### src/rtl/m_adder_pkg.sv
// Shared definitions for the digit-serial adder: FSM state encoding and
// sizing helper for the digit counter.
package m_adder_pkg;

    typedef enum logic [1:0] {
        S_IDLE = 2'd0,
        S_RUN  = 2'd1,
        S_DONE = 2'd2
    } state_t;

    // Digit-counter width: clog2(width/digit), never narrower than one bit.
    function automatic int cnt_width(input int width, input int digit);
        int n;
        n = width / digit;
        return (n > 1) ? $clog2(n) : 1;
    endfunction

endpackage

### src/rtl/m_digit_adder.sv
// Combinational DIGIT-bit ripple adder built from full-adder cells; this is
// the only arithmetic shared by every digit of a serial operation.
module m_digit_adder #(
    parameter int DIGIT = 2
) (
    input  logic [DIGIT-1:0] a,
    input  logic [DIGIT-1:0] b,
    input  logic             cin,
    output logic [DIGIT-1:0] s,
    output logic             cout
);

    logic [DIGIT:0] w_c;

    assign w_c[0] = cin;

    for (genvar i = 0; i < DIGIT; i++) begin : g_fa
        assign s[i]     = a[i] ^ b[i] ^ w_c[i];
        assign w_c[i+1] = (a[i] & b[i]) | (a[i] & w_c[i]) | (b[i] & w_c[i]);
    end

    assign cout = w_c[DIGIT];

endmodule

### src/rtl/m_serial_adder.sv
// Digit-serial adder/subtractor: captures WIDTH-bit operands on start and
// resolves DIGIT bits per clock through one shared m_digit_adder.
//
// state  | meaning
// -------+----------------------------------------------------------
// S_IDLE | waiting for start; out holds the last completed result
// S_RUN  | one digit added per cycle, least-significant digit first
// S_DONE | one-cycle done pulse; out freshly valid, start ignored
module m_serial_adder
    import m_adder_pkg::*;
#(
    parameter int WIDTH = 8,
    parameter int DIGIT = 2
) (
    input  logic             clk,
    input  logic             rst,
    input  logic             start,
    input  logic             sub,
    input  logic [WIDTH-1:0] in1,
    input  logic [WIDTH-1:0] in2,
    output logic             busy,
    output logic             done,
    output logic [WIDTH:0]   out
);

    localparam int N     = WIDTH / DIGIT;
    localparam int CNT_W = cnt_width(WIDTH, DIGIT);
    localparam logic [CNT_W-1:0] LAST_DIGIT = CNT_W'(N - 1);

    state_t           r_state;
    logic [WIDTH-1:0] r_a;
    logic [WIDTH-1:0] r_b;
    logic             r_c;
    logic [CNT_W-1:0] r_cnt;
    logic             r_busy;
    logic             r_done;
    logic [WIDTH:0]   r_out;

    logic [DIGIT-1:0] w_s;
    logic             w_cout;
    logic [WIDTH-1:0] w_a_next;
    logic [WIDTH-1:0] w_b_next;

    m_digit_adder #(.DIGIT(DIGIT)) u_digit (
        .a    (r_a[DIGIT-1:0]),
        .b    (r_b[DIGIT-1:0]),
        .cin  (r_c),
        .s    (w_s),
        .cout (w_cout)
    );

    // Sum digits enter A from the top as its consumed digits leave the bottom,
    // so after N digits r_a holds the assembled result without a second register.
    if (N > 1) begin : g_shift
        assign w_a_next = {w_s, r_a[WIDTH-1:DIGIT]};
        assign w_b_next = {{DIGIT{1'b0}}, r_b[WIDTH-1:DIGIT]};
    end else begin : g_single
        assign w_a_next = w_s;
        assign w_b_next = '0;
    end

    always_ff @(posedge clk) begin
        if (rst) begin
            r_state <= S_IDLE;
            r_a     <= '0;
            r_b     <= '0;
            r_c     <= 1'b0;
            r_cnt   <= '0;
            r_busy  <= 1'b0;
            r_done  <= 1'b0;
            r_out   <= '0;
        end else begin
            case (r_state)
                S_IDLE: begin
                    r_done <= 1'b0;
                    if (start) begin
                        r_a     <= in1;
                        r_b     <= sub ? ~in2 : in2;
                        r_c     <= sub;
                        r_cnt   <= '0;
                        r_busy  <= 1'b1;
                        r_state <= S_RUN;
                    end
                end
                S_RUN: begin
                    r_a   <= w_a_next;
                    r_b   <= w_b_next;
                    r_c   <= w_cout;
                    r_cnt <= r_cnt + CNT_W'(1);
                    if (r_cnt == LAST_DIGIT) begin
                        r_busy  <= 1'b0;
                        r_done  <= 1'b1;
                        r_out   <= {w_cout, w_a_next};
                        r_state <= S_DONE;
                    end
                end
                S_DONE: begin
                    r_done  <= 1'b0;
                    r_state <= S_IDLE;
                end
                default: begin
                    r_busy  <= 1'b0;
                    r_done  <= 1'b0;
                    r_state <= S_IDLE;
                end
            endcase
        end
    end

    assign busy = r_busy;
    assign done = r_done;
    assign out  = r_out;

endmodule
### config.mk
export PLATFORM = sky130hd
export DESIGN_NAME = m_serial_adder
export DESIGN_NICKNAME = d
export VERILOG_FILES = /design/src/rtl/m_adder_pkg.sv /design/src/rtl/m_digit_adder.sv /design/src/rtl/m_serial_adder.sv
export SDC_FILE = /design/constraint.sdc
export NUM_CORES = 1
export LEC_CHECK = 0
export BUFFER_PORTS_ARGS = -buffer_cell sky130_fd_sc_hd__buf_2
export CAP_MARGIN = 20
export CORE_MARGIN = 5
export CORE_UTILIZATION = 50
export CTS_CLUSTER_SIZE = 30
export DETAILED_ROUTE_END_ITERATION = 10
export PLACE_DENSITY = 0.72
export SLEW_MARGIN = 20
export SYNTH_ARGS = -nofsm -noshare
export SYNTH_HDL_FRONTEND = slang
export SYNTH_SLANG_ARGS = --single-unit
### constraint.sdc
create_clock -name clk -period 2.8 [get_ports clk]
set_input_delay 0.14 -clock clk [delete_from_list [all_inputs] [get_ports clk]]
set_output_delay 0.14 -clock clk [all_outputs]
set_load 0.1 [all_outputs]
==> reports/results.ini, run 1 <==
[logic_synthesis]
yosysWarnings=0
synth_commonest_cells=dfxtp_1, a21oi_1, nor2_1, nand2_1, inv_1
synth_area_um2=1500
synth_top_area_cell=dfxtp_1
avgSynthCellArea_um2=8.75
netlist_top_cells_area=dfxtp_1, a21oi_1, nor2_1
ys_ff_latch=32
synth.most_common_cell=dfxtp_1
synth_top_flop_cell=dfxtp_1
synth_fp_nets=194
synth-edff-count=0
synth-seq-area-share_pct=42.8
syn_inst=171
synthArstFlopShare_pct=0
yosysUniqueCellTypes=35
yosysTopAreaCellShare_pct=42.8

[worst_setup_path]
worst-path-max-fanout=2
critPathKind=flip-flop to flip-flop
worstPathArrival_ps=2040
critPathRequiredTime_ps=3070
start_kind=flip-flop
r2r-start=r_a[0]
slowest_delay_ps=460
reg2reg_slack_ps=1030
r2r-end=r_a[7]
crit_top_cell=fa_1
crit_slowest_cell=fa_1
end_kind=flip-flop
rr_worst_depth=5
path_cells=inv_1 -> fa_1 -> fa_1 -> a221o_1 -> a21oi_1

[global_route]
globalRouteOverflowTotal=0
track_usage_pct=17.4
antenna_found_initial=0
grt_max_degree=34
grt_pass1_wl_um=5710
grt_pass1_vias=1238

[cts]
ctsRootBufferMaster=clkbuf_4
clk_latency_ps=330
postCtsSetupRepairBufs=0
htree_levels=2
cts.hold.buffers_added=0
cts_tree=built
post_cts_resized=0
cts_buffers=5
clk_pin_slew_ps=100
clockBufferDepth=2
cts.sinks=32

[floorplan]
dieArea_um2=4190
die_y_um=64.7
start_util_pct=53.3
num_rows=19
die_w_um=64.7
core_area_um2=2810
io_pins=31

[layout]
nFillCells=280
utilization_pct=59.9
drive_gt1_share_pct=22.8
num_antenna_cells=0
syn2layout_area_growth_pct=12.3
nets=219

[worst_hold_path]
whs_endpoint=r_b[5]
min_path_type=input port to flip-flop
whs_path_depth=3
hp-start=in2[5]

[route]
drtAntennaViolNets=0
wl_per_cell_um=14.3
drt_pre_antenna_iters=4
drcViolationCount=0
viasPerCell=5.75
wl_um=3260
routed-via-count=1311
dr.first_iter.drc_count=119

[power_and_ir_drop]
p_leak_uw=0.000686
power_density_nw_per_um2=542
vdd_drop_max_mv=0.318

[sta]
final.setup_skew_ps=11.4
relSlewSlack_pct=50.1
fmax_mhz=566
maxSlewViolCount=0
finalSetupViolations=0
setup_slack_ps=1030
tns_ps=0
finalHoldViolations=0
rsz0062_at_grt=no
tightest_slew_ps=748
fin_crit_sh_pct=63.1
fin_crit_ps=1770

[flow_run]
maxCapViolCount=0

[run_status]
status=complete, no violations

[placement]
portBuffers=30
dp_hpwl_um=2370
place.gp.congestion=0.816
place_ws_ps=1060

## area by class of cell
cell class | count | area (um^2) | share of cell area, %
flip-flops and latches | 32 | 641 | 38.1
multi-input cells | 114 | 739 | 44.0
repair buffers | 31 | 158 | 9.38
inverters | 12 | 45.0 | 2.68
clock buffers | 8 | 58.8 | 3.50
well taps | 31 | 38.8 | 2.31
## critical path, delay by kind of cell (launching register included)
family | cells | cell delay, ps
buffers and inverters | 1 | 70
adder cells (fa/ha/maj) | 2 | 900
flip-flops | 1 | 340
AO/OA/AOI/OAI | 2 | 400
## metrics by stage
stage	instance area, um^2	hold WS (ps)	cells	total power, uW
2_1_floorplan	1500	289	171	611
3_3_place_gp	1620	418	220	642
3_5_place_dp	1620	433	220	648
4_1_cts	1680	74.9	228	924
5_1_grt	1680	87.5	228	963
6_report	1680	77.8	228	912
## cell families after synthesis
kind of cell,count (synthesis),share of synthesized area (%)
compound gates,55,25.6
mux,2,1.34
xor+xnor,8,4.68
flops,32,42.8
buf+inv,25,7.78
fa+ha+maj,3,3.51
simple gates,46,14.3
## cell usage in the layout (no fill, tap or decap), drive strengths merged, types with 2 or more instances in the layout
cell / instances
a211oi: 3
a21oi: 18
a221o: 2
a221oi: 3
a22oi: 8
buf: 31
clkbuf: 8
dfxtp: 32
fa: 2
inv: 12
mux2i: 2
nand2: 17
nand2b: 2
nor2: 18
nor2b: 3
o21ai: 4
o221a: 4
o22ai: 9
xnor2: 6
xor2: 2
## layer usage
metal	track usage (%)	share of wire, %
met1	21.0	43
met2	28.2	49
met3	4.49	5.9
met4	9.50	2.1
met5	0	0
## worst max-delay path by stage
| stage | from | endpoint | slack, ps | depth (start not counted) |
|---|---|---|---|---|
| floorplan | r_a[0] | r_a[7] | 1110 | 5 |
| global placement | r_a[0] | r_a[7] | 1090 | 5 |
| detailed placement | r_a[0] | r_a[7] | 1060 | 5 |
| CTS | r_a[0] | r_a[7] | 1030 | 5 |
| global route | r_state[0] | r_b[4] | 860 | 3 |
| finish | r_a[0] | r_a[7] | 1030 | 5 |
## sequential cells by signal, summed over array words and instances, names as in the netlist
name / cells
done: 1
r_a: 8
r_b: 8
r_cnt: 2
busy: 1
out: 9
r_c: 1
r_state: 2
## power by group
group,total (uW),internal (uW),switching (uW)
clock,275,124,151
sequential,501,480,21.2
combinational,136,57.8,77.8
total,912,661,250
Power figures use the tool's default switching activity.
==> inputs of run 2 (changes only) <==
Settings changed: ABC_AREA set to 1, CORE_UTILIZATION 50 to 48.
Clock period 2.8 ns to 1.6 ns, I/O delays scaled along.
==> run 2 against run 1 <==
The flow now finishes with violations (setup timing). Sequential share of layout area down 2.2 points. First-iteration DRC count decreased by 36%. Via count is 10% higher. Synthesized area is 1.7% higher.
==> reports/results.ini, run 2 <==
[sta]
holdWs_ps=28.0  ; was 77.8 ps
fmax_mhz=602  ; was 566 MHz
setup_slack_ps=-62.2  ; was 1030 ps
maxSlewViolCount=0  ; unchanged
fin_crit_sh_pct=104  ; was 63.1%
relSlewSlack_pct=67.8  ; was 50.1%
finalHoldViolations=0  ; unchanged
rsz0062_at_grt=yes  ; was no
fin_crit_ps=1660  ; was 1770 ps
tightest_slew_ps=486  ; was 748 ps
final.setup_skew_ps=14.6  ; was 11.4 ps
finalSetupViolations=1  ; was 0

[logic_synthesis]
synthArstFlopShare_pct=0  ; unchanged
synth_commonest_cells=nand2_1, nand3_1, dfxtp_1, inv_1, nor2_1  ; was dfxtp_1, a21oi_1, nor2_1, nand2_1, inv_1
avgSynthCellArea_um2=6.79  ; was 8.75 um^2
yosysTopAreaCellShare_pct=42.1  ; was 42.8%
netlist_top_cells_area=dfxtp_1, nand2_1, nand3_1  ; was dfxtp_1, a21oi_1, nor2_1
yosysWarnings=0  ; unchanged
synth_area_um2=1520  ; was 1500 um^2
synth_top_area_cell=dfxtp_1  ; unchanged
yosysUniqueCellTypes=21  ; was 35
synth_top_flop_cell=dfxtp_1  ; unchanged
synth_fp_nets=247  ; was 194
synth-edff-count=0  ; unchanged
synth.most_common_cell=nand2_1  ; was dfxtp_1
ys_ff_latch=32  ; unchanged
synth-seq-area-share_pct=42.1  ; was 42.8%
syn_inst=224  ; was 171

[route]
wl_per_cell_um=11.1  ; was 14.3 um
viasPerCell=4.78  ; was 5.75
wl_met1_um=1630  ; was 1400 um
dr.first_iter.drc_count=76  ; was 119
wl_met3_um=139  ; was 191 um
top_layer=met4  ; unchanged
wl_um=3370  ; was 3260 um
drcViolationCount=0  ; unchanged
drt_pre_antenna_iters=4  ; unchanged
drtAntennaViolNets=0  ; unchanged
routed-via-count=1448  ; was 1311
dr_wl_met2_um=1560  ; was 1600 um

[cts]
htree_levels=2  ; unchanged
cts_buffers=5  ; unchanged
ctsRootBufferMaster=clkbuf_4  ; unchanged
cts.sinks=32  ; unchanged
cts.hold.buffers_added=0  ; unchanged
clockBufferDepth=2  ; unchanged
clk_latency_ps=330  ; about the same
clk_pin_slew_ps=110  ; was 100 ps
cts_tree=built  ; unchanged

[global_route]
grt_max_degree=16  ; was 34
antenna_found_initial=0  ; unchanged
globalRouteOverflowTotal=0  ; unchanged
grt_pass1_vias=1263  ; was 1238
grt_pass1_wl_um=5710  ; about the same
track_usage_pct=16.9  ; was 17.4%

[placement]
place.gp.congestion=0.798  ; was 0.816
dp_hpwl_um=2370  ; about the same
place_ws_ps=-55.2  ; was 1060 ps
portBuffers=30  ; unchanged

[worst_setup_path]
worst-path-max-fanout=2  ; unchanged
critPathBufInv=2  ; was 1
start_kind=flip-flop  ; unchanged
end_kind=flip-flop  ; unchanged
critPathKind=flip-flop to flip-flop  ; unchanged
worstPathArrival_ps=1890  ; was 2040 ps
path_cells=inv_2 -> fa_2 -> fa_1 -> inv_1 -> nand2_1 -> nand2_1 -> nor2_1 -> nor2_1  ; was inv_1 -> fa_1 -> fa_1 -> a221o_1 -> a21oi_1
critPathRequiredTime_ps=1830  ; was 3070 ps
crit_slowest_cell=fa_1  ; unchanged
crit_family=adder cells  ; unchanged
slowest_delay_ps=520  ; was 460 ps

[layout]
utilization_pct=58.6  ; was 59.9%
syn2layout_area_growth_pct=17.7  ; was 12.3%
final_cell_mix=nand2_1, nand3_1, inv_1, dfxtp_1, buf_2  ; was dfxtp_1, buf_2, nor2_1, a21oi_1, nand2_1
largest_reg_flops=9  ; unchanged
drive_gt1_share_pct=22.0  ; was 22.8%
layout_commonest_cell=nand2_1  ; was dfxtp_1
nets=281  ; was 219
num_antenna_cells=0  ; unchanged

[power_and_ir_drop]
vdd_drop_max_mv=0.597  ; was 0.318 mV
power_density_nw_per_um2=864  ; was 542 nW/um^2
p_leak_uw=0.000948  ; was 0.000686 uW

[flow_run]
maxCapViolCount=0  ; unchanged

[floorplan]
core_area_um2=3050  ; was 2810 um^2
num_rows=20  ; was 19
die_w_um=66.3  ; was 64.7 um
io_pins=31  ; unchanged
dieArea_um2=4400  ; was 4190 um^2
start_util_pct=49.8  ; was 53.3%
die_y_um=66.3  ; was 64.7 um

[worst_hold_path]
min_path_type=input port to flip-flop  ; unchanged

[run_status]
violations=setup timing
status=finished with violations  ; was complete, no violations

[run 2: changes by cell type in the layout (fill, tap and decap cells not counted), sizes merged, moves of 6 or more]
cell,previous run,this run
nand3,0,42
a21oi,18,4
inv,12,34
nand2,17,66
o22ai,9,0
xnor2,6,0
a22oi,8,0
[run 2: cell type report]
| type | instances | area, um^2 |
|---|---|---|
| fill | 311 | 1260 |
| multi-input combinational | 149 | 713 |
| sequential | 32 | 643 |
| timing repair buffer | 36 | 195 |
| inverter | 34 | 128 |
| tap | 44 | 55.1 |
| clock buffer | 5 | 37.5 |
| clock inverter | 3 | 18.8 |
[run 2: logic make-up after synthesis]
group / share of synthesized area (%)
buffers and inverters: 11.4
AOI/OAI and AO/OA: 4.44
adders and majority gates: 3.45
xor gates and xnor gates: 1.15
and+or+nand+nor: 37.4
DFF: 42.1
[run 2: path summary, 6_finish.rpt]
check / start / to / slack [ps] / depth (start not counted)
worst max register to register: r_c / r_a[7] / -60 / 8
worst max-delay path: r_c / r_a[7] / -60 / 8
worst min register to register: r_cnt[0] / r_cnt[0] / 470 / 1
worst min-delay path: in2[6] / r_b[6] / 30 / 4
[run 2: worst register-to-register path: stages (launching register included)]
cell	delay, ps
dfxtp_2	340
inv_2	40
fa_2	370
fa_1	520
inv_1	50
nand2_1	60
nand2_1	50
nor2_1	80
nor2_1	40
[run 2: through the flow]
stage / std cells / total power, uW / area, um^2 / setup TNS (ps)
3_3_place_gp: 294 / 1100 / 1720 / -24.9
2_1_floorplan: 224 / 1040 / 1520 / -1.09
5_1_grt: 303 / 1630 / 1790 / -130
4_1_cts: 303 / 1560 / 1790 / -24.9
3_5_place_dp: 294 / 1110 / 1720 / -55.2
6_report: 303 / 1550 / 1790 / -62.2
[run 2: report_power, final]
part           internal, uW  switching (uW)  leakage (uW)
logic                  90.4             157      0.000651
clock network           168             280     0.0000349
registers               831            20.3      0.000262
total                  1090             457      0.000948
[run 2: repair_timing]
| item | 4_1_cts | 5_1_grt |
|---|---|---|
| pin swaps | 1 | 1 |
| setup buffers | 1 | 0 |
| endpoints found under the setup margin | 1 | 3 |
| gates cloned | 0 | 0 |
| gates resized for setup | 1 | 2 |
[run 2: routing by layer]
| layer | track usage [%] | vias to the layer above |
|---|---|---|
| met5 | 0 | - |
| met4 | 4.57 | 0 |
| met3 | 4.76 | 6 |
| met2 | 26.0 | 27 |
| met1 | 23.0 | 653 |
| li1 | - | 762 |
